[config.mk]
export PLATFORM = sky130hd
export DESIGN_NAME = mem_port_arbiter_flat
export DESIGN_NICKNAME = d
export VERILOG_FILES = /design/src/rtl/mem_port_arbiter_pkg.sv /design/src/rtl/mem_port_arbiter_if.sv /design/src/rtl/mem_port_arbiter_timeout.sv /design/src/rtl/mem_port_arbiter.sv /design/src/flat_wrapper.sv
export SDC_FILE = /design/constraint.sdc
export NUM_CORES = 1
export LEC_CHECK = 0
export ABC_AREA = 1
export BUFFER_PORTS_ARGS = -buffer_cell sky130_fd_sc_hd__buf_2
export CORE_AREA = 5 5 476 478
export CTS_CLUSTER_DIAMETER = 120
export DETAILED_ROUTE_END_ITERATION = 16
export DIE_AREA = 0 0 481 483
export MAX_ROUTING_LAYER = met4
export PLACE_DENSITY = 0.37
export SLEW_MARGIN = 40
export SYNTH_ARGS = -nofsm -noshare
export SYNTH_HDL_FRONTEND = slang
export SYNTH_HIERARCHICAL = 1
export SYNTH_SLANG_ARGS = --single-unit
[constraint.sdc]
create_clock -name clk -period 1.7 [get_ports clk]
set_clock_uncertainty 0.05 [all_clocks]
set_input_delay 0 -clock clk [delete_from_list [all_inputs] [get_ports clk]]
set_output_delay 0 -clock clk [all_outputs]
set_load 0.01 [all_outputs]
[src/rtl/mem_port_arbiter_pkg.sv]
// Shared types for the memory port arbiter: FSM state encoding, requester ids
// and the round-robin helper.
package mem_arb_pkg;

    typedef enum logic [1:0] {
        IDLE = 2'd0,
        RD_I = 2'd1,
        RD_D = 2'd2,
        WR_D = 2'd3
    } arb_state_e;

    typedef enum logic {
        REQ_I = 1'b0,
        REQ_D = 1'b1
    } req_id_e;

    localparam int BLOCK_BYTES = 64;

    function automatic req_id_e other_reader(input req_id_e cur);
        return (cur == REQ_I) ? REQ_D : REQ_I;
    endfunction

endpackage

[src/rtl/mem_port_arbiter_if.sv]
// Bundle of requester-side and AXI-side signals around the memory port arbiter.
// The slave modport is the arbiter's view; master is the caches/AXI side.
interface mem_port_arbiter_if #(
    parameter int ADDR_WIDTH  = 64,
    parameter int BLOCK_WIDTH = 512
);
    logic                   i_i_rd_req;
    logic [ADDR_WIDTH-1:0]  i_i_addr;
    logic                   i_d_rd_req;
    logic                   i_d_wr_req;
    logic [ADDR_WIDTH-1:0]  i_d_addr;
    logic [BLOCK_WIDTH-1:0] i_d_wdata;
    logic                   i_read_last_axi;
    logic                   i_b_resp_axi;
    logic                   o_start_read_axi;
    logic                   o_start_write_axi;
    logic [ADDR_WIDTH-1:0]  o_addr_axi;
    logic [BLOCK_WIDTH-1:0] o_data_write_axi;
    logic                   o_i_done;
    logic                   o_d_rd_done;
    logic                   o_d_wr_done;
    logic                   o_busy;
    logic                   o_timeout_err;

    modport slave (
        input  i_i_rd_req, i_i_addr, i_d_rd_req, i_d_wr_req, i_d_addr, i_d_wdata,
               i_read_last_axi, i_b_resp_axi,
        output o_start_read_axi, o_start_write_axi, o_addr_axi, o_data_write_axi,
               o_i_done, o_d_rd_done, o_d_wr_done, o_busy, o_timeout_err
    );

    modport master (
        output i_i_rd_req, i_i_addr, i_d_rd_req, i_d_wr_req, i_d_addr, i_d_wdata,
               i_read_last_axi, i_b_resp_axi,
        input  o_start_read_axi, o_start_write_axi, o_addr_axi, o_data_write_axi,
               o_i_done, o_d_rd_done, o_d_wr_done, o_busy, o_timeout_err
    );

endinterface

[src/rtl/mem_port_arbiter_timeout.sv]
// Per-transaction watchdog: counts busy cycles since the last clear and flags
// the cycle in which the count reaches TIMEOUT_CYCLES-1. TIMEOUT_CYCLES=0 disables it.
module arb_timeout_counter #(
    parameter int TIMEOUT_CYCLES = 1024
) (
    input  logic clk,
    input  logic rst,
    input  logic clear_i,
    input  logic run_i,
    output logic expired_o
);

    localparam int CNT_W = (TIMEOUT_CYCLES > 2) ? $clog2(TIMEOUT_CYCLES) : 1;
    localparam logic [CNT_W-1:0] LIMIT =
        (TIMEOUT_CYCLES == 0) ? '0 : CNT_W'(TIMEOUT_CYCLES - 1);
    localparam bit ENABLED = (TIMEOUT_CYCLES != 0);

    logic [CNT_W-1:0] cnt_q;
    logic [CNT_W-1:0] cnt_d;

    // Saturating at LIMIT keeps the disabled case pinned at zero.
    always_comb begin
        cnt_d = cnt_q;
        if (clear_i) begin
            cnt_d = '0;
        end else if (run_i && (cnt_q != LIMIT)) begin
            cnt_d = cnt_q + CNT_W'(1);
        end
    end

    always_ff @(posedge clk) begin
        if (rst) begin
            cnt_q <= '0;
        end else begin
            cnt_q <= cnt_d;
        end
    end

    assign expired_o = ENABLED && run_i && (cnt_q == LIMIT);

endmodule

[src/rtl/mem_port_arbiter.sv]
// Shares the single AXI block-memory port between I-cache refills and D-cache
// refills/writebacks, one transaction in flight, with a per-transaction timeout.
module mem_port_arbiter
    import mem_arb_pkg::*;
#(
    parameter int ADDR_WIDTH     = 64,
    parameter int BLOCK_WIDTH    = 512,
    parameter int TIMEOUT_CYCLES = 1024
) (
    input logic              clk,
    input logic              rst,
    mem_port_arbiter_if.slave bus
);

    arb_state_e             state_q;
    req_id_e                rr_q;
    logic [ADDR_WIDTH-1:0]  addr_q;
    logic [BLOCK_WIDTH-1:0] wdata_q;
    logic                   start_rd_q;
    logic                   start_wr_q;
    logic                   busy_q;
    logic                   err_q;

    logic idle;
    logic gnt_wr;
    logic gnt_i;
    logic gnt_d;
    logic gnt_any;
    logic done_i;
    logic done_d;
    logic done_w;
    logic xact_done;
    logic tmo_expired;

    // Writeback beats both reads so dirty data leaves before the refill of its set.
    assign idle    = (state_q == IDLE);
    assign gnt_wr  = idle && bus.i_d_wr_req;
    assign gnt_i   = idle && !bus.i_d_wr_req && bus.i_i_rd_req &&
                     (!bus.i_d_rd_req || (rr_q == REQ_I));
    assign gnt_d   = idle && !bus.i_d_wr_req && bus.i_d_rd_req &&
                     (!bus.i_i_rd_req || (rr_q == REQ_D));
    assign gnt_any = gnt_wr || gnt_i || gnt_d;

    assign done_i    = (state_q == RD_I) && bus.i_read_last_axi;
    assign done_d    = (state_q == RD_D) && bus.i_read_last_axi;
    assign done_w    = (state_q == WR_D) && bus.i_b_resp_axi;
    assign xact_done = done_i || done_d || done_w;

    arb_timeout_counter #(
        .TIMEOUT_CYCLES (TIMEOUT_CYCLES)
    ) u_timeout (
        .clk       (clk),
        .rst       (rst),
        .clear_i   (gnt_any),
        .run_i     (!idle),
        .expired_o (tmo_expired)
    );

    always_ff @(posedge clk) begin
        if (rst) begin
            state_q    <= IDLE;
            rr_q       <= REQ_I;
            addr_q     <= '0;
            wdata_q    <= '0;
            start_rd_q <= 1'b0;
            start_wr_q <= 1'b0;
            busy_q     <= 1'b0;
            err_q      <= 1'b0;
        end else begin
            start_rd_q <= gnt_i || gnt_d;
            start_wr_q <= gnt_wr;
            unique case (state_q)
                IDLE: begin
                    if (gnt_wr) begin
                        state_q <= WR_D;
                        addr_q  <= bus.i_d_addr;
                        wdata_q <= bus.i_d_wdata;
                        busy_q  <= 1'b1;
                    end else if (gnt_i) begin
                        state_q <= RD_I;
                        addr_q  <= bus.i_i_addr;
                        rr_q    <= other_reader(REQ_I);
                        busy_q  <= 1'b1;
                    end else if (gnt_d) begin
                        state_q <= RD_D;
                        addr_q  <= bus.i_d_addr;
                        rr_q    <= other_reader(REQ_D);
                        busy_q  <= 1'b1;
                    end
                end
                default: begin
                    // Completion takes precedence over a timeout landing in the same cycle.
                    if (xact_done) begin
                        state_q <= IDLE;
                        busy_q  <= 1'b0;
                    end else if (tmo_expired) begin
                        state_q <= IDLE;
                        busy_q  <= 1'b0;
                        err_q   <= 1'b1;
                    end
                end
            endcase
        end
    end

    assign bus.o_start_read_axi  = start_rd_q;
    assign bus.o_start_write_axi = start_wr_q;
    assign bus.o_addr_axi        = addr_q;
    assign bus.o_data_write_axi  = wdata_q;
    assign bus.o_i_done          = done_i;
    assign bus.o_d_rd_done       = done_d;
    assign bus.o_d_wr_done       = done_w;
    assign bus.o_busy            = busy_q;
    assign bus.o_timeout_err     = err_q;

endmodule
[src/flat_wrapper.sv]
// flat-port wrapper written by rule: the top's interface ports become plain ports
module mem_port_arbiter_flat import mem_arb_pkg::*;
#(
    parameter int ADDR_WIDTH     = 64,
    parameter int BLOCK_WIDTH    = 512,
    parameter int TIMEOUT_CYCLES = 1024
)
  (clk, rst, bus_i_i_rd_req, bus_i_i_addr, bus_i_d_rd_req, bus_i_d_wr_req, bus_i_d_addr, bus_i_d_wdata, bus_i_read_last_axi, bus_i_b_resp_axi, bus_o_start_read_axi, bus_o_start_write_axi, bus_o_addr_axi, bus_o_data_write_axi, bus_o_i_done, bus_o_d_rd_done, bus_o_d_wr_done, bus_o_busy, bus_o_timeout_err);
  mem_port_arbiter_if #(.ADDR_WIDTH(ADDR_WIDTH), .BLOCK_WIDTH(BLOCK_WIDTH)) bus_i ();
  input logic clk;
  input logic rst;
  input wire logic [$bits(bus_i.i_i_rd_req)-1:0] bus_i_i_rd_req;
  input wire logic [$bits(bus_i.i_i_addr)-1:0] bus_i_i_addr;
  input wire logic [$bits(bus_i.i_d_rd_req)-1:0] bus_i_d_rd_req;
  input wire logic [$bits(bus_i.i_d_wr_req)-1:0] bus_i_d_wr_req;
  input wire logic [$bits(bus_i.i_d_addr)-1:0] bus_i_d_addr;
  input wire logic [$bits(bus_i.i_d_wdata)-1:0] bus_i_d_wdata;
  input wire logic [$bits(bus_i.i_read_last_axi)-1:0] bus_i_read_last_axi;
  input wire logic [$bits(bus_i.i_b_resp_axi)-1:0] bus_i_b_resp_axi;
  output wire logic [$bits(bus_i.o_start_read_axi)-1:0] bus_o_start_read_axi;
  output wire logic [$bits(bus_i.o_start_write_axi)-1:0] bus_o_start_write_axi;
  output wire logic [$bits(bus_i.o_addr_axi)-1:0] bus_o_addr_axi;
  output wire logic [$bits(bus_i.o_data_write_axi)-1:0] bus_o_data_write_axi;
  output wire logic [$bits(bus_i.o_i_done)-1:0] bus_o_i_done;
  output wire logic [$bits(bus_i.o_d_rd_done)-1:0] bus_o_d_rd_done;
  output wire logic [$bits(bus_i.o_d_wr_done)-1:0] bus_o_d_wr_done;
  output wire logic [$bits(bus_i.o_busy)-1:0] bus_o_busy;
  output wire logic [$bits(bus_i.o_timeout_err)-1:0] bus_o_timeout_err;
  assign bus_i.i_i_rd_req = bus_i_i_rd_req;
  assign bus_i.i_i_addr = bus_i_i_addr;
  assign bus_i.i_d_rd_req = bus_i_d_rd_req;
  assign bus_i.i_d_wr_req = bus_i_d_wr_req;
  assign bus_i.i_d_addr = bus_i_d_addr;
  assign bus_i.i_d_wdata = bus_i_d_wdata;
  assign bus_i.i_read_last_axi = bus_i_read_last_axi;
  assign bus_i.i_b_resp_axi = bus_i_b_resp_axi;
  assign bus_o_start_read_axi = bus_i.o_start_read_axi;
  assign bus_o_start_write_axi = bus_i.o_start_write_axi;
  assign bus_o_addr_axi = bus_i.o_addr_axi;
  assign bus_o_data_write_axi = bus_i.o_data_write_axi;
  assign bus_o_i_done = bus_i.o_i_done;
  assign bus_o_d_rd_done = bus_i.o_d_rd_done;
  assign bus_o_d_wr_done = bus_i.o_d_wr_done;
  assign bus_o_busy = bus_i.o_busy;
  assign bus_o_timeout_err = bus_i.o_timeout_err;
  mem_port_arbiter #(.ADDR_WIDTH(ADDR_WIDTH), .BLOCK_WIDTH(BLOCK_WIDTH), .TIMEOUT_CYCLES(TIMEOUT_CYCLES)) u_core (.clk(clk), .rst(rst), .bus(bus_i));
endmodule
After elaboration in Yosys (flattened, before gate mapping)
Index checks and enable logic that the tools add are counted.
{"block": "totals", "reg_bits": 593, "latch_bits": 0, "ram_bits": 0, "romBits": 0, "out_inout_bits": 583, "word_cells": 69, "n_memories": 0}
{"block": "classes", "n_addsub": 1, "multipliers": 0, "div": 0, "n_lt_le_gt_ge": 0, "eq_ne": 6, "shifts": 0, "mux": 17, "bitwise": 4, "n_reduce_logical": 32}
{"cell": "$mux 64", "count": 3}
{"cell": "$mux 2", "count": 6}
{"cell": "$logic_and 1x1->1", "count": 11}
{"cell": "$add 10x1->10 const B", "count": 1}
{"cell": "$eq 10x10->1 const B", "count": 1}
{"cell": "$ne 10x10->1 const B", "count": 1}
{"cell": "$mux 1", "count": 8}
{"cell": "$logic_or 1x1->1", "count": 7}
{"cell": "$reduce_and 2->1", "count": 3}
{"cell": "$reduce_and 3->1", "count": 2}
{"cell": "$reduce_bool 3->1", "count": 2}
{"cell": "$eq 2x2->1 const B", "count": 2}
{"cell": "$logic_not 1->1", "count": 4}
{"cell": "$ne 4x4->1 const B", "count": 1}
{"cell": "$not 1->1", "count": 4}
{"cell": "$eq 2x1->1 const B", "count": 1}
{"cell": "$logic_not 2->1", "count": 1}
{"cell": "$reduce_bool 2->1", "count": 1}
{"cell": "$reduce_or 2->1", "count": 1}

Longest topological paths before layout
{"block": "logic_depth", "word_depth": 8, "mapped_depth": 11}

By module
Netlist, hierarchy kept.
{"module": "mem_port_arbiter", "instances": 1, "cells_per_inst": 2753, "area_each_um2": 20793.7, "seq_area_each_um2": 11671.2}
{"module": "arb_timeout_counter", "instances": 1, "cells_per_inst": 88, "area_each_um2": 574.3, "seq_area_each_um2": 200.2}

Least setup slack after synthesis
No wires, ideal clock.
{"block": "synth_path", "path_kind": "flip-flop to flip-flop", "start": "register u_core.state_q[0]", "end": "register u_core.u_timeout.cnt_q[8]", "setup_ns": 0.070, "t_arrival_ns": 1.496, "required_time_ns": 1.580, "setup_slack_ns": 0.085, "stages_incl_launch_ff": 12, "path_cell_list": "dfxtp_1 > inv_2 > nand2_4 > inv_2 > nand2_2 > buf_6 > nand2_2 > buf_6 > buf_6 > nor2_2 > nand2_1 > a21oi_1"}
{"block": "synth_via", "elab_chain_cells": 7}
{"element": "from (decl)", "line_no": "mem_port_arbiter.sv:15", "rtl": "arb_state_e state_q;"}
{"element": "from (signal assigned)", "line_no": "mem_port_arbiter.sv:61", "rtl": "state_q <= IDLE;"}
{"element": "from (signal assigned)", "line_no": "mem_port_arbiter.sv:75", "rtl": "state_q <= WR_D;"}
{"element": "from (signal assigned)", "line_no": "mem_port_arbiter.sv:80", "rtl": "state_q <= RD_I;"}
{"element": "$logic_not 2->1 *", "line_no": "mem_port_arbiter.sv:36", "rtl": "assign idle = (state_q == IDLE);"}
{"element": "$logic_and 1x1->1", "line_no": "mem_port_arbiter.sv:38, mem_port_arbiter.sv:40"}
{"element": "$logic_and 1x1->1 (2 in a row)", "line_no": "mem_port_arbiter.sv:38", "rtl": "assign gnt_i = idle && !bus.i_d_wr_req && bus.i_i_rd_req &&"}
{"element": "$logic_or 1x1->1", "line_no": "mem_port_arbiter.sv:42", "rtl": "assign gnt_any = gnt_wr || gnt_i || gnt_d;"}
{"element": "$logic_or 1x1->1 *", "line_no": "mem_port_arbiter.sv:42"}
{"element": "via u_core.gnt_any", "line_no": "mem_port_arbiter.sv:28", "rtl": "logic gnt_any;"}
{"element": "$reduce_or 2->1 (no line) *"}
{"element": "to (signal assigned)", "line_no": "mem_port_arbiter_timeout.sv:35", "rtl": "cnt_q <= cnt_d;"}
{"element": "to (decl)", "line_no": "mem_port_arbiter_timeout.sv:18", "rtl": "logic [CNT_W-1:0] cnt_q;"}
The timed path passes the listed nets; every way through them passes the cells marked *.
A chain may end at the register's enable or synchronous reset.

Worst setup path in the final report
{"block": "layout_path", "start": "register u_core.state_q[1]", "end": "register u_core.wdata_q[179] (netlist: u_core/bus.o_data_write_axi[179])"}
{"block": "layout_via", "elab_chain_cells": 3}
{"element": "$logic_not 2->1 *", "line_no": "mem_port_arbiter.sv:36, mem_port_arbiter.sv:72"}
{"element": "$logic_and 1x1->1", "line_no": "mem_port_arbiter.sv:37", "rtl": "assign gnt_wr = idle && bus.i_d_wr_req;"}
{"element": "$reduce_and 2->1 (no line) *"}
{"element": "to (signal assigned)", "line_no": "mem_port_arbiter.sv:77", "rtl": "wdata_q <= bus.i_d_wdata;"}
{"element": "to (decl)", "line_no": "mem_port_arbiter.sv:18", "rtl": "logic [BLOCK_WIDTH-1:0] wdata_q;"}
Mark *: on every way between the ends. The rest lies on a longest branch, timed or not.

==> run summary <==
For the maximum level of the CTS H-tree, the log shows 3. The ratio of total power to cell area is 1080 mW/mm^2, and the maximum fanout along the worst path is 30. The tools report the endpoint of the worst register-to-register path as u_core/bus.o_data_write_axi[179]. The portion of the post-synthesis area used by sequential elements was 55.6%. The logs give 23 for the count of distinct cell types in the synthesized netlist and 2.22 ns for the worst path arrival time. The register bit total from synthesis came out at 593. The setup check on the worst reg-to-reg path leaves a slack of 0.006 ns.

The tools report the final hold violation count as 0. After detailed routing, the average wire length per cell comes to 22.2 um. The via count of the first global-routing pass came out at 28117.

After detailed routing, the number of remaining DRC violations is 0. Of the total power, the clock network draws 37.1%. Compared with the post-synthesis result, the final layout area differs by 106%. The final clock period utilization by the worst path is 99.6%. The logs give 31.5 mW for the internal power component and 0.923 for the routability congestion estimate from global placement. The initial antenna violation count came out at 52. The startpoint identified for the worst register-to-register timing path is u_core/state_q[1]. The startpoint type of the worst setup path was a flip-flop. In this run the mean area of a mapped cell was 7.52 sq um. The tools report the standby leakage power as 20.1 nW.

The half-perimeter wire length of the detailed placement result was 140 mm; the x dimension of the die was 481 um. In the synthesized netlist, the number of instances is 2841. Once placement completed, the tool counted placed cells totaling 6985. Cell area after placement: 0.0319 sq mm. The die boundary height was 483 um; the final non-filler cell total was 8038. During synthesis, Yosys emitted a total of 6 warnings. The tightest min-delay check is of the in -> reg type. Across all layers, the routed design uses 27746 vias. The number of optimization iterations in the first detailed-route pass is 5, and the pin count of the biggest net entering global routing is 84. The I/O pin count was 1230; the number of slew-limit violations in the final report was 0.

The run gives 0.590 GHz as the fmax. For the worst setup path, the data required time is 2.23 ns. The critical path ends at u_core/bus.o_data_write_axi[179]. The switching share of power is 34.1%.

The design draws 47.7 mW. Root buffer cell: sky130_fd_sc_hd__clkbuf_16. Measured against its own limit, the worst slew margin works out to 64.7%. The logs give 0 for the global-route congestion overflow total and 16.3 mW for the power dissipated by switching net loads. In the final timing run, aggregate negative setup slack is 0 ns. In this run the core area contains 173 standard-cell rows. The run finished with clean final reports. The number of clock buffers added by TritonCTS is 81. In this run the most critical hold path is launched from bus_i_d_wdata[477]. In this run the cell area of the synthesized design comes to 0.0214 sq mm. The number of nets in the synthesized netlist was 3489; the clock-pin transition on the worst setup and hold timing paths was 0.06 ns. The count of nets left with antenna violations once routing finished came out at 0.

The initial utilization of the core area, before any placement, comes to 9.65%. The fraction of layout cells with a size suffix above 1 was 32.5%. In this run the worst setup path begins at u_core/state_q[1].

The run gives 1273 as the detailed router's first-iteration violation count. TritonCTS built the clock tree. For this run, the total global-route usage over all layers was measured as 14.3%.

The number of failing setup endpoints in the final timing report is 0. The post-route cell area came out at 0.0441 sq mm. Path type of the worst setup path: reg -> reg. The clock passes through at most 3 buffers. CTS saw 593 sinks. The combinational share of power was 27.9%; the post-layout minimum cycle time was 1.69 ns.

Cells fill 19.9% of the core in the end. The per-cell via count in the routed design came out at 3.45. The worst-margin pin slew came out at 0.524 ns. The final layout contains 5620 nets. The first global-routing pass estimated 227 mm of wire. Measured in cells, the most critical reg-to-reg path has a length of 9. The run gives 0.672 mV as the worst IR drop on VDD. Max-cap violation count: 0.

Summed over all layers, the routed wires come to 178 mm. The tools report the number of filler instances in the final layout as 24789. Port buffering added 1229 buffers. Setup repair after global routing could not meet its margin everywhere. Type of element capturing the critical path: a flip-flop. The region available for standard cell placement spans 0.221 sq mm. Clock latency on the worst-skew pair, taken at its later pin, is 0.69 ns. The share of power burned in registers is 35.0%, and the floorplan die area is 0.232 sq mm.
logic make-up after synthesis:
group / after synthesis / synth area share (%)
adder cells (fa/ha/maj): 1 / 0.0585
AND/OR/NAND/NOR: 1429 / 25.5
buffers and inverters: 226 / 5.03
flip-flops: 593 / 55.6
AO/OA/AOI/OAI: 592 / 13.9
how the worst min path moves through the flow:
stage / depth (start not counted) / endpoint / slack, ns
floorplan: 2 / bus_o_d_rd_done / 0.07
global placement: 3 / u_core/bus.o_data_write_axi[134] / 0.20
detailed placement: 3 / u_core/bus.o_data_write_axi[448] / 0.21
CTS: 6 / u_core/bus.o_busy / -0.21
global route: 4 / u_core/bus.o_data_write_axi[381] / 0.02
finish: 4 / u_core/bus.o_data_write_axi[477] / 0.07
cell type report:
cell class | count | area [sq um] | share of cell area (%)
Multi-Input combinational cell | 2022 | 8710 | 19.8
Antenna cell | 30 | 75.1 | 0.170
Clock buffer | 114 | 2310 | 5.24
Clock inverter | 30 | 402 | 0.911
Timing Repair Buffer | 2255 | 16900 | 38.3
Sequential cell | 593 | 11900 | 26.9
Inverter | 19 | 124 | 0.281
Tap cell | 2975 | 3720 | 8.44
worst max-delay path, stage by stage (launching register included):
cell                      delay, ns
sky130_fd_sc_hd__dfxtp_2       0.32
sky130_fd_sc_hd__inv_2         0.07
sky130_fd_sc_hd__nand2_4       0.08
sky130_fd_sc_hd__inv_4         0.08
sky130_fd_sc_hd__nand2_8       0.14
sky130_fd_sc_hd__buf_16        0.21
sky130_fd_sc_hd__buf_12        0.19
sky130_fd_sc_hd__buf_4         0.14
sky130_fd_sc_hd__o21ai_0       0.16
sky130_fd_sc_hd__nor2_1        0.06
timing repair:
item / CTS / global route
endpoints found under the hold margin: 593 / 5
endpoints found under the setup margin: 198 / 479
gates cloned: 0 / 19
buffers inserted: 0 / 17
resized for setup: 15 / 224
hold buffers: 842 / 1
pin swaps: 0 / 7
power groups by stage:
stage / clock (mW) / sequential (mW) / combinational, mW
after floorplan: 0 / 17.7 / 3.68
after global placement: 0 / 16.9 / 11.0
after detailed placement: 0 / 17.0 / 11.0
after CTS: 18.6 / 16.7 / 12.8
after global routing: 19.0 / 16.9 / 14.7
final: 17.7 / 16.7 / 13.3
flip-flops by register name (all words and copies together) (netlist names):
name and cells:
u_core/state_q 2, u_core/u_timeout/cnt_q 10, u_core/bus.o_addr_axi 64, u_core/bus.o_data_write_axi 512, u_core/bus.o_start_read_axi 1, u_core/bus.o_busy 1
u_core/rr_q 1, u_core/bus.o_start_write_axi 1, u_core/bus.o_timeout_err 1
synthesized netlist by cell type (all sizes together):
| cell type | n | area, sq um |
|---|---|---|
| a21oi | 13 | 65.1 |
| buf | 122 | 684 |
| clkbuf | 85 | 319 |
| dfxtp | 593 | 11900 |
| ha | 1 | 12.5 |
| inv | 19 | 71.3 |
| nand2 | 231 | 882 |
| nand3 | 15 | 87.6 |
| nand3b | 1 | 7.51 |
| nand4 | 1 | 6.26 |
| nor2 | 1177 | 4440 |
| nor3 | 4 | 25.0 |
| o21ai | 579 | 2900 |
through the flow:
step                      hold slack (ns)  setup WS [ns]
after CTS                          -0.209        -0.0532
after floorplan                    0.0736         0.0846
final                              0.0674        0.00649
after detailed placement            0.206         -0.103
after global routing               0.0213        -0.0485
after global placement              0.199         -0.125
placed cells by master, fill, tap and decap left out, types with 13 or more instances in the layout:
cell	Yosys	layout
sky130_fd_sc_hd__buf_2	109	1229
sky130_fd_sc_hd__nor2_1	1173	1127
sky130_fd_sc_hd__dlygate4sd3_1	0	843
sky130_fd_sc_hd__dfxtp_1	593	590
sky130_fd_sc_hd__o21ai_0	553	437
sky130_fd_sc_hd__nand2_1	227	221
sky130_fd_sc_hd__o21ai_1	26	122
sky130_fd_sc_hd__buf_4	2	109
sky130_fd_sc_hd__clkbuf_16	0	94
sky130_fd_sc_hd__nor2_2	2	45
sky130_fd_sc_hd__buf_12	0	35
sky130_fd_sc_hd__diode_2	0	30
sky130_fd_sc_hd__o21ai_2	0	18
sky130_fd_sc_hd__clkbuf_1	85	17
sky130_fd_sc_hd__clkbuf_8	0	16
sky130_fd_sc_hd__buf_6	11	13
sky130_fd_sc_hd__a21oi_1	13	13
sky130_fd_sc_hd__nand3_1	14	13
metal layers:
metal	routed length [um]	vias to the layer above	track usage, %
li1	-	13389	-
met1	68900	12873	15.4
met2	79400	1209	22.4
met3	22800	275	7.60
met4	6960	0	5.16
met5	0	-	-
Power figures use the tool's default switching activity.
